### config.mk
export PLATFORM = sky130hd
export DESIGN_NAME = dbus_ctrl
export DESIGN_NICKNAME = d
export VERILOG_FILES = /design/src/rtl/dbus_ctrl.sv
export SDC_FILE = /design/constraint.sdc
export NUM_CORES = 1
export LEC_CHECK = 0
export ABC_CLOCK_PERIOD_IN_PS = 3100
export BUFFER_PORTS_ARGS = -buffer_cell sky130_fd_sc_hd__buf_2
export CAP_MARGIN = 20
export CORE_UTILIZATION = 43
export DETAILED_ROUTE_END_ITERATION = 7
export PLACE_DENSITY = 0.81
export SETUP_SLACK_MARGIN = 0.02
export SYNTH_ARGS = -nofsm -noshare
export SYNTH_HDL_FRONTEND = slang
export SYNTH_SLANG_ARGS = --single-unit
### constraint.sdc
create_clock -name clk -period 3.1 [get_ports clk]
set_input_delay 0.155 -clock clk [delete_from_list [all_inputs] [get_ports clk]]
set_output_delay 0.155 -clock clk [all_outputs]
set_load 0.005 [all_outputs]
### src/rtl/dbus_ctrl.sv
`default_nettype none
// ============================================================================
// dbus_ctrl : single-outstanding LSU-to-data-memory bus controller  (rev 1.0)
// ============================================================================
module dbus_ctrl #(
   parameter int TIMEOUT_CYCLES = 16,
   parameter int TO_W           = 5
) (
   input  logic        clk,
   input  logic        rst_n,
   input  logic [31:0] lsu_addr_i,
   input  logic        lsu_ld_req_i,
   input  logic        lsu_st_req_i,
   input  logic [1:0]  lsu_st_ops_i,
   input  logic [31:0] lsu_w_data_i,
   input  logic        lsu_flush_i,
   output logic        lsu_ack_o,
   output logic [31:0] lsu_r_data_o,
   output logic        lsu_err_o,
   output logic        mem_cyc_o,
   output logic        mem_we_o,
   output logic [3:0]  mem_sel_o,
   output logic [31:0] mem_addr_o,
   output logic [31:0] mem_w_data_o,
   input  logic        mem_ack_i,
   input  logic [31:0] mem_r_data_i
);

   localparam logic [TO_W-1:0] TO_LAST = TO_W'(TIMEOUT_CYCLES - 1);

   typedef enum logic [1:0] {
      IDLE  = 2'd0,
      REQ   = 2'd1,
      ERR   = 2'd2,
      DRAIN = 2'd3
   } state_t;

   state_t          state, state_nx;
   logic [TO_W-1:0] cnt, cnt_nx;
   logic            is_load;
   logic            req, is_store, aligned, launch, timeout;
   logic [3:0]      sel_nx;
   logic [31:0]     wdata_nx;

   // Request decode; a simultaneous load+store is treated as a store.
   always_comb begin
      req      = lsu_ld_req_i | lsu_st_req_i;
      is_store = lsu_st_req_i;
      aligned  = 1'b1;
      sel_nx   = 4'b1111;
      wdata_nx = lsu_w_data_i;
      if (is_store) begin
         case (lsu_st_ops_i)
            2'd1: begin
               sel_nx   = 4'b0001 << lsu_addr_i[1:0];
               wdata_nx = {4{lsu_w_data_i[7:0]}};
            end
            2'd2: begin
               aligned  = ~lsu_addr_i[0];
               sel_nx   = lsu_addr_i[1] ? 4'b1100 : 4'b0011;
               wdata_nx = {2{lsu_w_data_i[15:0]}};
            end
            default: aligned = (lsu_addr_i[1:0] == 2'b00);
         endcase
      end
   end

   always_comb begin
      state_nx     = state;
      cnt_nx       = cnt;
      launch       = 1'b0;
      lsu_ack_o    = 1'b0;
      lsu_err_o    = 1'b0;
      lsu_r_data_o = 32'd0;
      timeout      = (cnt == TO_LAST);
      case (state)
         IDLE: begin
            cnt_nx = '0;
            if (req && !lsu_flush_i) begin
               if (aligned) begin
                  launch   = 1'b1;
                  state_nx = REQ;
               end else begin
                  state_nx = ERR;
               end
            end
         end
         REQ: begin
            if (mem_ack_i) begin
               state_nx = IDLE;
               if (!lsu_flush_i) begin
                  lsu_ack_o    = 1'b1;
                  lsu_r_data_o = is_load ? mem_r_data_i : 32'd0;
               end
            end else if (timeout) begin
               state_nx = IDLE;
               if (!lsu_flush_i) begin
                  lsu_ack_o = 1'b1;
                  lsu_err_o = 1'b1;
               end
            end else begin
               cnt_nx = cnt + 1'b1;
               if (lsu_flush_i) state_nx = DRAIN;
            end
         end
         DRAIN: begin
            // The flushed cycle must still complete on the bus before reuse.
            if (mem_ack_i || timeout) state_nx = IDLE;
            else                      cnt_nx   = cnt + 1'b1;
         end
         ERR: begin
            state_nx = IDLE;
            if (!lsu_flush_i) begin
               lsu_ack_o = 1'b1;
               lsu_err_o = 1'b1;
            end
         end
         default: state_nx = IDLE;
      endcase
   end

   always_ff @(posedge clk) begin
      if (!rst_n) begin
         state        <= IDLE;
         cnt          <= '0;
         is_load      <= 1'b0;
         mem_cyc_o    <= 1'b0;
         mem_we_o     <= 1'b0;
         mem_sel_o    <= 4'd0;
         mem_addr_o   <= 32'd0;
         mem_w_data_o <= 32'd0;
      end else begin
         state <= state_nx;
         cnt   <= cnt_nx;
         if (launch) begin
            is_load      <= ~is_store;
            mem_cyc_o    <= 1'b1;
            mem_we_o     <= is_store;
            mem_sel_o    <= sel_nx;
            mem_addr_o   <= {lsu_addr_i[31:2], 2'b00};
            mem_w_data_o <= is_store ? wdata_nx : 32'd0;
         end else if (state_nx == IDLE) begin
            mem_cyc_o    <= 1'b0;
            mem_we_o     <= 1'b0;
            mem_sel_o    <= 4'd0;
            mem_addr_o   <= 32'd0;
            mem_w_data_o <= 32'd0;
         end
      end
   end

endmodule
`default_nettype wire

==> reports/qor.csv <==
metric,value,unit
worstReg2RegStart,state[1]$_SDFF_PN0_,
cts_htree_levels,3,
r2r_setup_slack,0.73,ns
ctsRootBufferMaster,sky130_fd_sc_hd__clkbuf_8,
post-cts-setup-buffer-count,0,
timing.critical_path.required,3.33,ns
hold_slack_final,0.02401,ns
yosys.area_share.simple,14.92,%
detailedRoute.firstIterationViolations,105,
area_growth,38.09,%
yosys_most_used_dff,sky130_fd_sc_hd__dfxtp_1,
cts.clk_slew.worst_paths,0.08,ns
worstMarginPinSlew,0.7014,ns
synth.lib_cells_used.distinct,42,
num_io_pins,208,
post_cts_resize_count,0,
pre_cts_ws,0.5751,ns
wire_per_inst,15.74,um
synthesized_area_fraction_occupied_by_adder_cells,3.391,%
critical_path.startpoint_type,flop,
avgViaCountPerCell,5.241,
drtPass1Iterations,4,
total_half_perimeter_wirelength_after_legalization_and_detailed_placement,7.542,mm
gpl_wtd_cong,0.8178,
grt_overflow,0,
syn_avg_cell_area,9.796,sq um
cts_inserted_buffers,9,
worst_setup_path_startpoint,state[1]$_SDFF_PN0_,
power.density,501.4,nW/um^2
port_buffers,205,
initial_utilization,45.06,%
grt_start_max_net_pins,59,
synth-seq-cells,76,
worst_hold_path_type,input pin to flop,
setup_viol,0,
placementRows,31,
post_synth_design_cell_area,3321,sq um
hold_path.startpoint,lsu_addr_i[20],
synth_top_family_by_area,compound AO/OA/AOI/OAI gates,
worst_clock_skew,0.01291,ns
path_cells,inv_1 -> ha_1 -> or2_2 -> and2_1 -> o32ai_1 -> nor3b_4 -> buf_12 -> a22o_1,
status,completed,
quantity_of_hold_fixing_buffers_added_after_cts,0,
fp.dieH,89.88,um
critPathCaptureType,flop,
ratio_of_cells_with_drive_above_1_in_the_final_layout,43.76,%
synth_compound_area_share,29.77,%
floorplan.die_area,8078,sq um
p_leak,2.317,nW
clockBufferDepth,2,
timing.final.ws_setup,0.7310,ns
synth.yosys.warnings,0,
arrival,2.60,ns
detail_route.wirelength,10.01,mm
num_antenna_cells,0,
drv_cap,0,
ys_async_sr_fraction,0,%
worst_skew_pair.late_latency,0.34,ns
first_global_vias,3358,
tritoncts,built,
core,7370,sq um
floorplan.die.width,89.88,um
antenna_left,0,
post_synth_xor_area_fraction,0.5275,%
hold_depth,2,
final_period_minus_worst_setup_slack,2.369,ns
slew_violations,0,
grt_pass1_wl,16.08,mm
critPathSlowestCell,sky130_fd_sc_hd__dfxtp_1,
synth-edff-count,0,
holdPathEnd,mem_addr_o[20]$_SDFFE_PN0P_,
cp_max_fo,58,
cell_area_after_placement,4383,sq um
worst_path_dominant_cell_family,simple AND/OR/NAND/NOR gates,
crit_type,flop to flop,
max_clock_freq,422.1,MHz
totalNegativeSetupSlack,0,ns
r2r_cells,8,
report.power.total,2.299,mW
drc_errors,0,
regToRegEndpoint,mem_sel_o[2]$_SDFFE_PN0P_,
layout_worst_path_cycle_share,76.42,%
num_vias,3333,
gr-usage-all-layers,24.57,%
post_synth_mux_area_share,0,%
power.ir.vdd_worst,305.9,uV
critPathBufInv,2,
syn_inst,339,
critical-path-max-stage-delay,0.44,ns
part_of_the_yosys_area_used_for_sequential_elements,45.82,%
cts_sinks,76,
final_count_of_hold_timing_violations,0,
rsz0062_at_grt,false,
finish.instance_area,4586,sq um
slew_headroom,53.21,%
final_net_count,645,
antenna_found_initial,0,
-- how the worst max path moves through the flow --
stage | end | slack (ns) | cells after the start
2_1_floorplan | mem_addr_o[28]$_SDFFE_PN0P_ | 0.94 | 10
3_3_place_gp | mem_w_data_o[0]$_SDFFE_PN0P_ | 0.68 | 8
3_5_place_dp | mem_w_data_o[2]$_SDFFE_PN0P_ | 0.58 | 8
4_1_cts | mem_sel_o[1]$_SDFFE_PN0P_ | 0.75 | 8
5_1_grt | mem_w_data_o[31]$_SDFFE_PN0P_ | 0.62 | 8
6_report | mem_sel_o[2]$_SDFFE_PN0P_ | 0.73 | 8
-- metrics by stage --
step	util, %	cells
2_1_floorplan	-	340
3_3_place_gp	59.47	620
3_5_place_dp	59.47	620
4_1_cts	62.22	636
5_1_grt	62.22	636
6_report	62.22	636
-- final cells by class --
cell class / instances / area [sq um]
Fill cell: 660 / 2784
Clock inverter: 5 / 61.31
Multi-Input combinational cell: 225 / 1628
Timing Repair Buffer: 209 / 1069
Sequential cell: 76 / 1521
Clock buffer: 11 / 141.4
Tap cell: 99 / 123.9
Inverter: 11 / 41.29
-- sequential cells by signal, summed over array words and instances (netlist names) --
name and flops:
mem_w_data_o 32, is_load 1, mem_we_o 1, mem_cyc_o 1
cnt 5, mem_sel_o 4, mem_addr_o 30, state 2
-- power by group --
part / switching, mW / internal (mW) / total [mW]
Sequential: 0.0321 / 1.03 / 1.06
Clock: 0.375 / 0.396 / 0.770
Combinational: 0.267 / 0.202 / 0.469
Total: 0.674 / 1.63 / 2.30
-- kinds of logic (layout without fill, tap and decap cells) --
group | Yosys count | in the layout
other | 1 | 2
buffers and inverters | 39 | 236
DFF | 76 | 76
xor gates and xnor gates | 2 | 2
adders and majority gates | 9 | 9
AOI/OAI and AO/OA | 128 | 128
and+or+nand+nor | 84 | 84
-- Yosys cell counts, types with 2 or more instances --
| master | number | area, sq um |
|---|---|---|
| sky130_fd_sc_hd__a21oi_1 | 18 | 90.09 |
| sky130_fd_sc_hd__a22o_1 | 50 | 437.9 |
| sky130_fd_sc_hd__a22oi_1 | 16 | 120.1 |
| sky130_fd_sc_hd__and2_1 | 34 | 212.7 |
| sky130_fd_sc_hd__buf_1 | 2 | 7.510 |
| sky130_fd_sc_hd__buf_2 | 10 | 50.05 |
| sky130_fd_sc_hd__buf_4 | 4 | 30.03 |
| sky130_fd_sc_hd__clkbuf_1 | 11 | 41.29 |
| sky130_fd_sc_hd__dfxtp_1 | 76 | 1521 |
| sky130_fd_sc_hd__ha_1 | 9 | 112.6 |
| sky130_fd_sc_hd__inv_1 | 11 | 41.29 |
| sky130_fd_sc_hd__nand2_1 | 14 | 52.55 |
| sky130_fd_sc_hd__nor2_1 | 7 | 26.28 |
| sky130_fd_sc_hd__nor2b_1 | 6 | 37.54 |
| sky130_fd_sc_hd__nor2b_2 | 2 | 17.52 |
| sky130_fd_sc_hd__nor3_1 | 2 | 10.01 |
| sky130_fd_sc_hd__nor3b_1 | 9 | 67.56 |
| sky130_fd_sc_hd__o21ai_0 | 15 | 75.07 |
| sky130_fd_sc_hd__o21ba_2 | 2 | 20.02 |
| sky130_fd_sc_hd__o2bb2ai_1 | 16 | 140.1 |
| sky130_fd_sc_hd__or2_2 | 3 | 18.77 |
| sky130_fd_sc_hd__xor2_1 | 2 | 17.52 |
-- metal layers --
metal,GRT usage [%],vias up,share of wire (%)
met4,8.737,0,1.8
met3,5.838,18,7.6
met5,0,-,0
met1,27.15,1541,40
met2,45.64,155,51
li1,-,1619,-
-- worst reg2reg max path: stages (launching register included) --
cell and delay [ns]:
sky130_fd_sc_hd__dfxtp_1 0.44, sky130_fd_sc_hd__inv_1 0.10, sky130_fd_sc_hd__ha_1 0.25, sky130_fd_sc_hd__or2_2 0.37, sky130_fd_sc_hd__and2_1 0.19, sky130_fd_sc_hd__o32ai_1 0.30, sky130_fd_sc_hd__nor3b_4 0.11, sky130_fd_sc_hd__buf_12 0.21
sky130_fd_sc_hd__a22o_1 0.31
-- placed cells by master, fill, tap and decap left out, types with 6 or more instances in the layout --
cell type / count
sky130_fd_sc_hd__a21oi_1: 18
sky130_fd_sc_hd__o2bb2ai_1: 16
sky130_fd_sc_hd__nor2_1: 7
sky130_fd_sc_hd__a22o_1: 50
sky130_fd_sc_hd__and2_1: 34
sky130_fd_sc_hd__nor2b_1: 6
sky130_fd_sc_hd__nand2_1: 14
sky130_fd_sc_hd__a22oi_1: 16
sky130_fd_sc_hd__buf_2: 205
sky130_fd_sc_hd__dfxtp_1: 76
sky130_fd_sc_hd__o21ai_0: 15
sky130_fd_sc_hd__inv_1: 11
sky130_fd_sc_hd__clkbuf_8: 10
sky130_fd_sc_hd__nor3b_1: 9
sky130_fd_sc_hd__ha_1: 9
No activity file was read; power rests on OpenSTA's default activity.
